`src/rtl/fetch_pkg.sv`:
```
// Shared encodings for the fetch sequencer and its next-PC calculator.
package fetch_pkg;

  typedef enum logic [2:0] {
    ST_IDLE    = 3'd0,
    ST_FETCH   = 3'd1,
    ST_WAIT    = 3'd2,
    ST_ISSUE   = 3'd3,
    ST_RESOLVE = 3'd4
  } fetch_state_e;

  // {A1,A0} as resolved by the controller (A0 = control bit 3, A1 = control bit 4)
  localparam logic [1:0] PCSEL_SEQ = 2'b00;
  localparam logic [1:0] PCSEL_BR  = 2'b01;
  localparam logic [1:0] PCSEL_JMP = 2'b10;
  localparam logic [1:0] PCSEL_JR  = 2'b11;

endpackage

```
`src/rtl/next_pc_calc.sv`:
```
// Combinational next-PC selection; every result wraps modulo 2^PC_W.
module next_pc_calc
  import fetch_pkg::*;
#(
  parameter int PC_W = 12
) (
  input  logic [PC_W-1:0] i_pc,
  input  logic [1:0]      i_pc_sel,
  input  logic [16:0]     i_imm,
  input  logic [26:0]     i_target,
  input  logic [31:0]     i_rd_value,
  output logic [PC_W-1:0] o_next_pc
);

  logic [31:0] w_seq;
  logic [31:0] w_br;

  // Work at 32 bits so the sign extension is right for any PC_W, then truncate.
  assign w_seq = 32'(i_pc) + 32'd1;
  assign w_br  = w_seq + {{15{i_imm[16]}}, i_imm};

  always_comb begin
    o_next_pc = PC_W'(w_seq);
    case (i_pc_sel)
      PCSEL_BR:  o_next_pc = PC_W'(w_br);
      PCSEL_JMP: o_next_pc = PC_W'({5'd0, i_target});
      PCSEL_JR:  o_next_pc = PC_W'(i_rd_value);
      default:   ;
    endcase
  end

endmodule

```
`src/rtl/fetch_sequencer.sv`:
```
// Single-issue instruction fetch front end: request, capture, issue to decode,
// then wait for the controller's PC-select outcome before the next fetch.
module fetch_sequencer
  import fetch_pkg::*;
#(
  parameter int PC_W     = 12,
  parameter int RESET_PC = 0,
  parameter int TIMEOUT  = 15
) (
  input  logic            clock,
  input  logic            reset_n,
  output logic            imem_req,
  output logic [PC_W-1:0] imem_addr,
  input  logic            imem_valid,
  input  logic [31:0]     imem_instr,
  output logic            instr_valid,
  output logic [31:0]     instr_out,
  output logic [PC_W-1:0] instr_pc,
  input  logic            dec_ready,
  input  logic            resolve_valid,
  input  logic [1:0]      pc_sel,
  input  logic [16:0]     imm,
  input  logic [26:0]     target,
  input  logic [31:0]     rd_value,
  output logic [PC_W-1:0] link_pc,
  output logic            fetch_err
);

  localparam int CNT_W = $clog2(TIMEOUT + 1);

  fetch_state_e    r_state, w_state_nxt;
  logic [PC_W-1:0] r_pc, r_link_pc, w_next_pc;
  logic [31:0]     r_instr;
  logic [CNT_W-1:0] r_cnt;
  logic            r_fetch_err;
  logic            w_timeout;

  // Last silent WAIT cycle: the counter hits TIMEOUT on this edge.
  assign w_timeout = (r_state == ST_WAIT) && !imem_valid &&
                     (r_cnt == CNT_W'(TIMEOUT - 1));

  next_pc_calc #(.PC_W(PC_W)) u_next_pc (
    .i_pc       (r_pc),
    .i_pc_sel   (pc_sel),
    .i_imm      (imm),
    .i_target   (target),
    .i_rd_value (rd_value),
    .o_next_pc  (w_next_pc)
  );

  always_ff @(posedge clock) begin
    if (!reset_n) r_state <= ST_IDLE;
    else          r_state <= w_state_nxt;
  end

  always_comb begin
    w_state_nxt = r_state;
    case (r_state)
      ST_IDLE:    w_state_nxt = ST_FETCH;
      ST_FETCH:   w_state_nxt = ST_WAIT;
      ST_WAIT: begin
        if (imem_valid)     w_state_nxt = ST_ISSUE;
        else if (w_timeout) w_state_nxt = ST_FETCH;
      end
      ST_ISSUE:   if (dec_ready)     w_state_nxt = ST_RESOLVE;
      ST_RESOLVE: if (resolve_valid) w_state_nxt = ST_FETCH;
      default:    w_state_nxt = ST_IDLE;
    endcase
  end

  always_comb begin
    imem_req    = reset_n && (r_state == ST_FETCH);
    instr_valid = reset_n && (r_state == ST_ISSUE);
  end

  always_ff @(posedge clock) begin
    if (!reset_n) begin
      r_pc        <= PC_W'(RESET_PC);
      r_link_pc   <= '0;
      r_instr     <= '0;
      r_cnt       <= '0;
      r_fetch_err <= 1'b0;
    end else begin
      r_fetch_err <= w_timeout;
      case (r_state)
        ST_FETCH: r_cnt <= '0;
        ST_WAIT: begin
          if (imem_valid) r_instr <= imem_instr;
          else            r_cnt   <= r_cnt + CNT_W'(1);
        end
        ST_RESOLVE: begin
          if (resolve_valid) begin
            r_link_pc <= r_pc + PC_W'(1);
            r_pc      <= w_next_pc;
          end
        end
        default: ;
      endcase
    end
  end

  assign imem_addr = r_pc;
  assign instr_pc  = r_pc;
  assign instr_out = r_instr;
  assign link_pc   = r_link_pc;
  assign fetch_err = r_fetch_err;

endmodule

```
`config.mk`:
```
export PLATFORM = sky130hd
export DESIGN_NAME = fetch_sequencer
export DESIGN_NICKNAME = d
export VERILOG_FILES = /design/src/rtl/fetch_pkg.sv /design/src/rtl/next_pc_calc.sv /design/src/rtl/fetch_sequencer.sv
export SDC_FILE = /design/constraint.sdc
export NUM_CORES = 1
export LEC_CHECK = 0
export CELL_PAD_IN_SITES_DETAIL_PLACEMENT = 1
export CELL_PAD_IN_SITES_GLOBAL_PLACEMENT = 2
export CORE_MARGIN = 4
export CORE_UTILIZATION = 37
export CTS_CLUSTER_SIZE = 24
export DETAILED_ROUTE_END_ITERATION = 12
export DONT_BUFFER_PORTS = 1
export PLACE_DENSITY_LB_ADDON = 0.1
export SLEW_MARGIN = 40
export SYNTH_ARGS = -nofsm -noshare
export SYNTH_HDL_FRONTEND = slang
export SYNTH_HIERARCHICAL = 1
export SYNTH_SLANG_ARGS = --single-unit
```
`constraint.sdc`:
```
create_clock -name clock -period 7.6 [get_ports clock]
set_input_delay 1.14 -clock clock [delete_from_list [all_inputs] [get_ports clock]]
set_output_delay 1.14 -clock clock [all_outputs]
set_load 0.02 [all_outputs]
```
==> metrics.md, run 1 <==
| Metric | Value |
|---|---|
| Status | `completed` |
| Avg Synthesized Cell Area | `8.577 µm²` |
| Worst path bufs/invs | `0` |
| Worst EP required | `7.82 ns` |
| Clock slew at reported path FFs | `0.07 ns` |
| CP max-delay cell | `dfxtp_1` |
| Pwr/cell area | `180.4 mW/mm²` |
| Worst-Margin Slew | `0.7848 ns` |
| Number of synthesized flops with an enable pin | `0` |
| Syn-to-layout area delta | `3.249%` |
| Wirelength per Cell | `18.64 µm` |
| Critical Path Sink Type | `register` |
| Crit path DAT | `3.62 ns` |
| Hold Startpoint | `r_cnt[3]` |
| Post-synthesis sequential area ratio | `33.27%` |
| FP Rows | `36` |
| Setup bufs post-CTS | `0` |
| Crit path cell chain | `and3_2 > nand3_1 > xnor2_1 > ha_1 > a21oi_1 > o211ai_1 > a31o_2 > xor2_1 > mux4_2 > nand2_1 > a21boi_0` |
| Mapped Area | `0.003851 mm²` |
| Met1 usage | `19.23%` |
| Sink Count | `64` |
| Skew-Pair Late Insertion Delay | `0.34 ns` |
| Yosys reg bits | `64` |
| Critical Path Start Type | `register` |
| Setup TNS Final | `0 ns` |
| PostCTS Resize Cnt | `0` |
| I/O Buffers | `0` |
| # DRC | `0` |
| Leak | `1.468 nW` |
| Ys async rst share | `0%` |
| RSZ-0062 raised after global routing | `no` |
| First-pass GRT wire length | `15680 µm` |
| Rel. slew slack | `47.61%` |
| Number of antenna violations at the first check in global routing | `0` |
| Total number of vias | `3012` |
| Worst reg2reg startpoint | `imem_addr[2]` |
| Routed Wire Length | `10480 µm` |
| Gr busiest metal | `met2` |
| Warnings, synthesis | `6` |
| Area of the multi-input gates | `0.002303 mm²` |
| Syn_nets | `584` |
| CTS tree | `done` |
| Hold crit path type | `reg -> reg` |
| Die ar. | `0.01210 mm²` |
| Max Root-Sink Buffers | `2` |
| Top cells by area, synth | `dfxtp_1 33%, nand2_1 11%, a21boi_0 7.8%` |
| CP max FO | `13` |
| Total track usage | `16.91%` |
| Final ANT Viol Nets | `0` |
| Max incr delay on CP | `0.82 ns` |
| Grt total ovfl | `0` |
| Post-synth top area share | `33.27%` |
| Num CTS Buffers | `9` |
| Pin count of the biggest net entering global routing | `65` |
| Final Wtd Congestion | `0.7701` |
| Setup Crit Path Kind | `reg -> reg` |
| Total core area | `0.009955 mm²` |
| Post-CTS Hold Buffers | `0` |
| Crit share post-route | `44.71%` |
| Setup-failing EPs final | `0` |
| Die Ht | `110.0 µm` |
| Hold worst-path end | `r_cnt[3]` |
| Register-to-Register Path Depth | `11` |
| Peak supply drop | `82.31 µV` |
| Sequential cell area | `0.001282 mm²` |
| Fin nets | `560` |
| Critical path's top delay family | `flip-flops` |
| I/O pins | `186` |
| DR pass1 iterations | `4` |
| Fin. max-slew vios | `0` |
| Setup Skew | `0.01355 ns` |
| Fmax | `294.3 MHz` |
| Fill count | `1191` |
| Hold depth | `2` |
| Synth Instances | `449` |
| Minimum clock period | `3.398 ns` |
| Synth area leader | `dfxtp_1` |
| Commonest cells in the synthesized netlist | `114 x nand2_1, 64 x dfxtp_1, 40 x a21boi_0` |
| Ys flop type | `dfxtp_1` |
| DR iter-0 viols | `118` |
| DR vias/cell | `5.359` |
| Number of H-tree levels | `3` |
| Die Width | `110.0 µm` |
| Post-DP HPWL | `7781 µm` |
| Antenna cells | `0` |
| Initial Util | `38.69%` |
| Root buf cell | `clkbuf_8` |
| Worst r2r dst | `imem_addr[8]` |
| Fraction of layout cells with a size suffix above 1 | `9.557%` |
| Distinct cell type count after synthesis | `55` |
| Hold_ws | `0.4992 ns` |
| Number of global-route vias before repair | `3001` |
| Cell with the most instances after synthesis | `nand2_1` |
| Met2 global-route usage | `29.46%` |
| Final hold vios | `0` |
| Maxcap violations | `0` |
| Reg2Reg Setup Slack | `4.20 ns` |
| M3 GR Usage | `6.931%` |
-- worst max path at each step --
stage	from	to	slack (ns)	cells past startpoint
after CTS	imem_addr[2]	imem_addr[10]	4.13	12
after global placement	imem_addr[1]	imem_addr[8]	4.04	11
after global routing	imem_addr[2]	imem_addr[10]	3.81	12
after floorplan	reset_n	instr_valid	4.48	3
final	imem_addr[2]	imem_addr[8]	4.20	11
after detailed placement	imem_addr[2]	imem_addr[10]	4.16	12
-- layout make-up --
type	instances	share of cell area, %
inverter	8	1.101
sequential	64	32.25
clock buffer	12	3.902
multi-input combinational	341	57.93
timing repair buffer	1	0.1888
clock inverter	3	0.4405
tap	133	4.185
-- power by group --
group          leakage, nW  switching (mW)  internal (mW)
Combinational        0.862          0.0436         0.0374
Sequential           0.518          0.0266          0.347
Clock               0.0882           0.129          0.133
-- cells by family after synthesis --
| logic type | synth area share (%) |
|---|---|
| xor+xnor | 7.245 |
| simple gates | 20.53 |
| fa+ha+maj | 6.693 |
| mux | 5.750 |
| buf+inv | 7.050 |
| flops | 33.27 |
| compound gates | 19.46 |
-- flip-flops by register name, summed over array words and instances, names as in the netlist --
| name | flops |
|---|---|
| r_cnt | 4 |
| link_pc | 12 |
| imem_addr | 12 |
| fetch_err | 1 |
| r_state | 3 |
| instr_out | 32 |
-- tightest hold or removal path: stages (launching register included) --
cell and delay (ns):
dfxtp_1 0.34, nand2_1 0.06, a21oi_1 0.05
-- cells in the final DEF (no fill, tap or decap), types with 2 or more instances in the layout --
cell type | netlist | final
o211a_1 | 5 | 5
a22oi_1 | 2 | 2
mux2i_1 | 3 | 3
and4_1 | 2 | 2
a21o_1 | 3 | 3
xor2_1 | 12 | 12
nor3b_1 | 2 | 2
and3_2 | 1 | 2
a21boi_1 | 5 | 5
o211ai_1 | 6 | 6
nor2b_1 | 4 | 4
nor3_1 | 7 | 7
nor2_1 | 7 | 7
o2bb2ai_1 | 3 | 3
dfxtp_1 | 64 | 63
nand2_1 | 114 | 113
a21boi_0 | 40 | 40
mux4_2 | 8 | 8
clkbuf_8 | 2 | 11
o21bai_1 | 3 | 3
xnor2_1 | 18 | 18
a21oi_1 | 15 | 15
ha_1 | 19 | 19
nand3_1 | 16 | 16
and2_1 | 3 | 2
inv_1 | 6 | 6
o21ai_0 | 15 | 15
clkinv_2 | 0 | 2
and3_1 | 4 | 3
nand4_1 | 5 | 5
-- per-stage QoR --
step	instances	area [µm²]	worst slack [ns]	util (%)	power, mW
after global routing	562	3976	3.810	39.94	0.7594
after CTS	562	3976	4.135	39.94	0.7306
final	562	3976	4.202	39.94	0.7174
after global placement	547	3797	4.038	38.15	0.4615
after detailed placement	547	3804	4.164	38.21	0.4643
after floorplan	449	3851	4.475	-	0.4536
-- layer usage --
layer  up-vias  share of wire, %
met2        97                49
met3         4               9.3
met5         -                 0
li1       1499                 -
met4         0              0.58
met1      1412                41
(Power assumes the default switching activity.)
==> run 2: changes to the inputs <==
CORE_UTILIZATION = 35   (was 37)
clock period = 3.3 ns   (was 7.6 ns; I/O delays follow)
==> metrics.md, run 2 (same netlist as run 1, synthesis figures left out) <==
| Metric | Value |
|---|---|
| Setup Crit Path Kind | `reg -> reg` |
| Setup bufs post-CTS | `0 (unchanged)` |
| Sw Share | `26.64% (-1.1 points)` |
| Post-DP HPWL | `8194 µm (+5.3%)` |
| First-pass GRT wire length | `16950 µm (+8.1%)` |
| Number of antenna violations at the first check in global routing | `0 (unchanged)` |
| Worst EP required | `3.53 ns (-4.29 ns)` |
| Setup-failing EPs final | `0 (unchanged)` |
| Die Ht | `112.9 µm (+2.6%)` |
| Placed insts | `570 (+4.2%)` |
| Clock slew at reported path FFs | `0.07 ns (about the same)` |
| Crit share post-route | `87.36% (+43 points)` |
| DR pass1 iterations | `4 (unchanged)` |
| Fin nets | `576 (+2.9%)` |
| Largest register FFs | `32 (unchanged)` |
| Setup TNS Final | `0 ns (unchanged)` |
| PostCTS Resize Cnt | `0 (unchanged)` |
| Reg power frac | `50.2% (-1.9 points)` |
| Final ANT Viol Nets | `0 (unchanged)` |
| P_int | `1.251 mW (+140%)` |
| Total number of vias | `3120 (+3.6%)` |
| Routed Wire Length | `10660 µm (+1.7%)` |
| Total core area | `0.01079 mm² (+8.4%)` |
| # DRC | `0 (unchanged)` |
| Crit path cell chain | `ha_1 > nand3_1 > xnor2_1 > ha_1 > nand3_1 > o211ai_1 > a31o_2 > xor2_1 > mux4_2 > nand2_1 > a21boi_0` |
| Maxcap violations | `0 (unchanged)` |
| Clk pwr share | `38.4% (+1.8 points)` |
| Post-CTS Hold Buffers | `0 (unchanged)` |
| DR vias/cell | `5.333 (-0.49%)` |
| CP max FO | `7 (-6)` |
| Post-Layout Cell Count | `585 (+4.1%)` |
| Die Width | `112.9 µm (+2.6%)` |
| Pin count of the biggest net entering global routing | `65 (unchanged)` |
| Pwr/cell area | `414.5 mW/mm² (+130%)` |
| DR iter-0 viols | `122 (+3.4%)` |
| Grt total ovfl | `0 (unchanged)` |
| Max incr delay on CP | `0.45 ns (-0.37 ns)` |
| Final Wtd Congestion | `0.8006 (+4.0%)` |
| Minimum clock period | `2.883 ns (-0.5151 ns)` |
| Most common cell after layout, fill and taps aside | `nand2_1` |
| Root buf cell | `clkbuf_8` |
| Syn-to-layout area delta | `6.855%` |
| FP Rows | `38 (+5.6%)` |
| Hold crit path type | `in -> reg` |
| Fraction of layout cells with a size suffix above 1 | `12.13% (+2.6 points)` |
| Worst-Margin Slew | `0.8003 ns (+0.01553 ns)` |
| Initial Util | `35.68% (-3.0 points)` |
| Setup Skew | `0.005109 ns (-0.008438 ns)` |
| Net switching component of the power | `454.4 µW (+130%)` |
| RSZ-0062 raised after global routing | `no` |
| Routed met1 length | `4357 µm (+0.83%)` |
| Sink Count | `64 (unchanged)` |
| Fmax | `346.9 MHz (+18%)` |
| Antenna cells | `0 (unchanged)` |
| Crit path DAT | `3.11 ns (-0.51 ns)` |
| DR WL met2 | `5110 µm (-0.20%)` |
| CTS tree | `done` |
| Max layer used | `met4` |
| Commonest non-fill, non-tap cells in the layout | `113 x nand2_1, 64 x dfxtp_1, 40 x a21boi_0, 19 x ha_1, 18 x xnor2_1` |
| Skew-Pair Late Insertion Delay | `0.34 ns (about the same)` |
| Fin. max-slew vios | `0 (unchanged)` |
| I/O pins | `186 (unchanged)` |
| Combinational power share | `11.5% (+0.2 points)` |
| Number of H-tree levels | `3 (unchanged)` |
| Num CTS Buffers | `9 (unchanged)` |
| Die ar. | `0.01275 mm² (+5.3%)` |
| Final hold vios | `0 (unchanged)` |
| Met3 Routed Length | `970 µm (-0.31%)` |
| Status | `completed` |
| Leak | `1.565 nW (+6.6%)` |
| Number of global-route vias before repair | `3322 (+11%)` |
| Wirelength per Cell | `18.21 µm (-2.3%)` |
| CP max-delay cell | `mux4_2` |
| Total track usage | `16.46% (-0.45 points)` |
| Rel. slew slack | `46.65% (-0.96 points)` |
| Peak supply drop | `181.1 µV (+120%)` |
| Critical Path Start Type | `register` |
| Critical Path Sink Type | `register` |
| I/O Buffers | `0 (unchanged)` |
| Max Root-Sink Buffers | `2 (unchanged)` |
[run 2: final timing paths]
check	from	to	slack, ns	depth (start not counted)
setup / recovery	imem_addr[0]	imem_addr[8]	0.42	11
hold / removal	dec_ready	r_state[2]	0.28	1
setup reg to reg	imem_addr[0]	imem_addr[8]	0.42	11
hold reg to reg	r_cnt[3]	r_cnt[3]	0.51	2
[run 2: power by group through the flow]
stage | clock, mW | combinational (mW) | sequential, mW
after global routing | 0.711 | 0.222 | 0.860
after CTS | 0.686 | 0.199 | 0.856
after floorplan | 0 | 0.185 | 0.860
after global placement | 0 | 0.192 | 0.873
after detailed placement | 0 | 0.199 | 0.874
final | 0.654 | 0.196 | 0.856
[run 2: routing by layer]
| layer | track usage [%] | vias up |
|---|---|---|
| li1 | - | 1525 |
| met1 | 18.51 | 1476 |
| met2 | 28.36 | 103 |
| met3 | 5.722 | 16 |
| met4 | 6.811 | 0 |
| met5 | 0 | - |
[run 2: critical path, delay by kind of cell (launching register included)]
kind | cells | cell delay (ns)
adder cells (fa/ha/maj) | 2 | 0.66
AO/OA/AOI/OAI | 3 | 0.53
multiplexers | 1 | 0.45
flip-flops | 1 | 0.44
XOR/XNOR | 2 | 0.40
AND/OR/NAND/NOR | 3 | 0.29
[run 2: area by class of cell]
type,count,area [µm²]
flip-flops and latches,64,1281
fillers,1292,6678
clock inverters,4,45.04
well taps,140,175.2
multi-input cells,341,2301
clock buffers,11,141.4
repair buffers,17,127.6
inverters,8,43.79
[run 2: through the flow]
step           hold WS (ns)  instance area [µm²]  setup WS (ns)  util (%)  power [mW]
3_3_place_gp         0.4803                 3926         0.4253     36.38       1.065
5_1_grt              0.2644                 4115         0.1109     38.13       1.793
3_5_place_dp         0.4941                 3929         0.4036     36.40       1.073
2_1_floorplan        0.4630                 3851         0.4316         -       1.045
6_report             0.2769                 4115         0.4172     38.13       1.706
4_1_cts              0.2522                 4115         0.3811     38.13       1.742
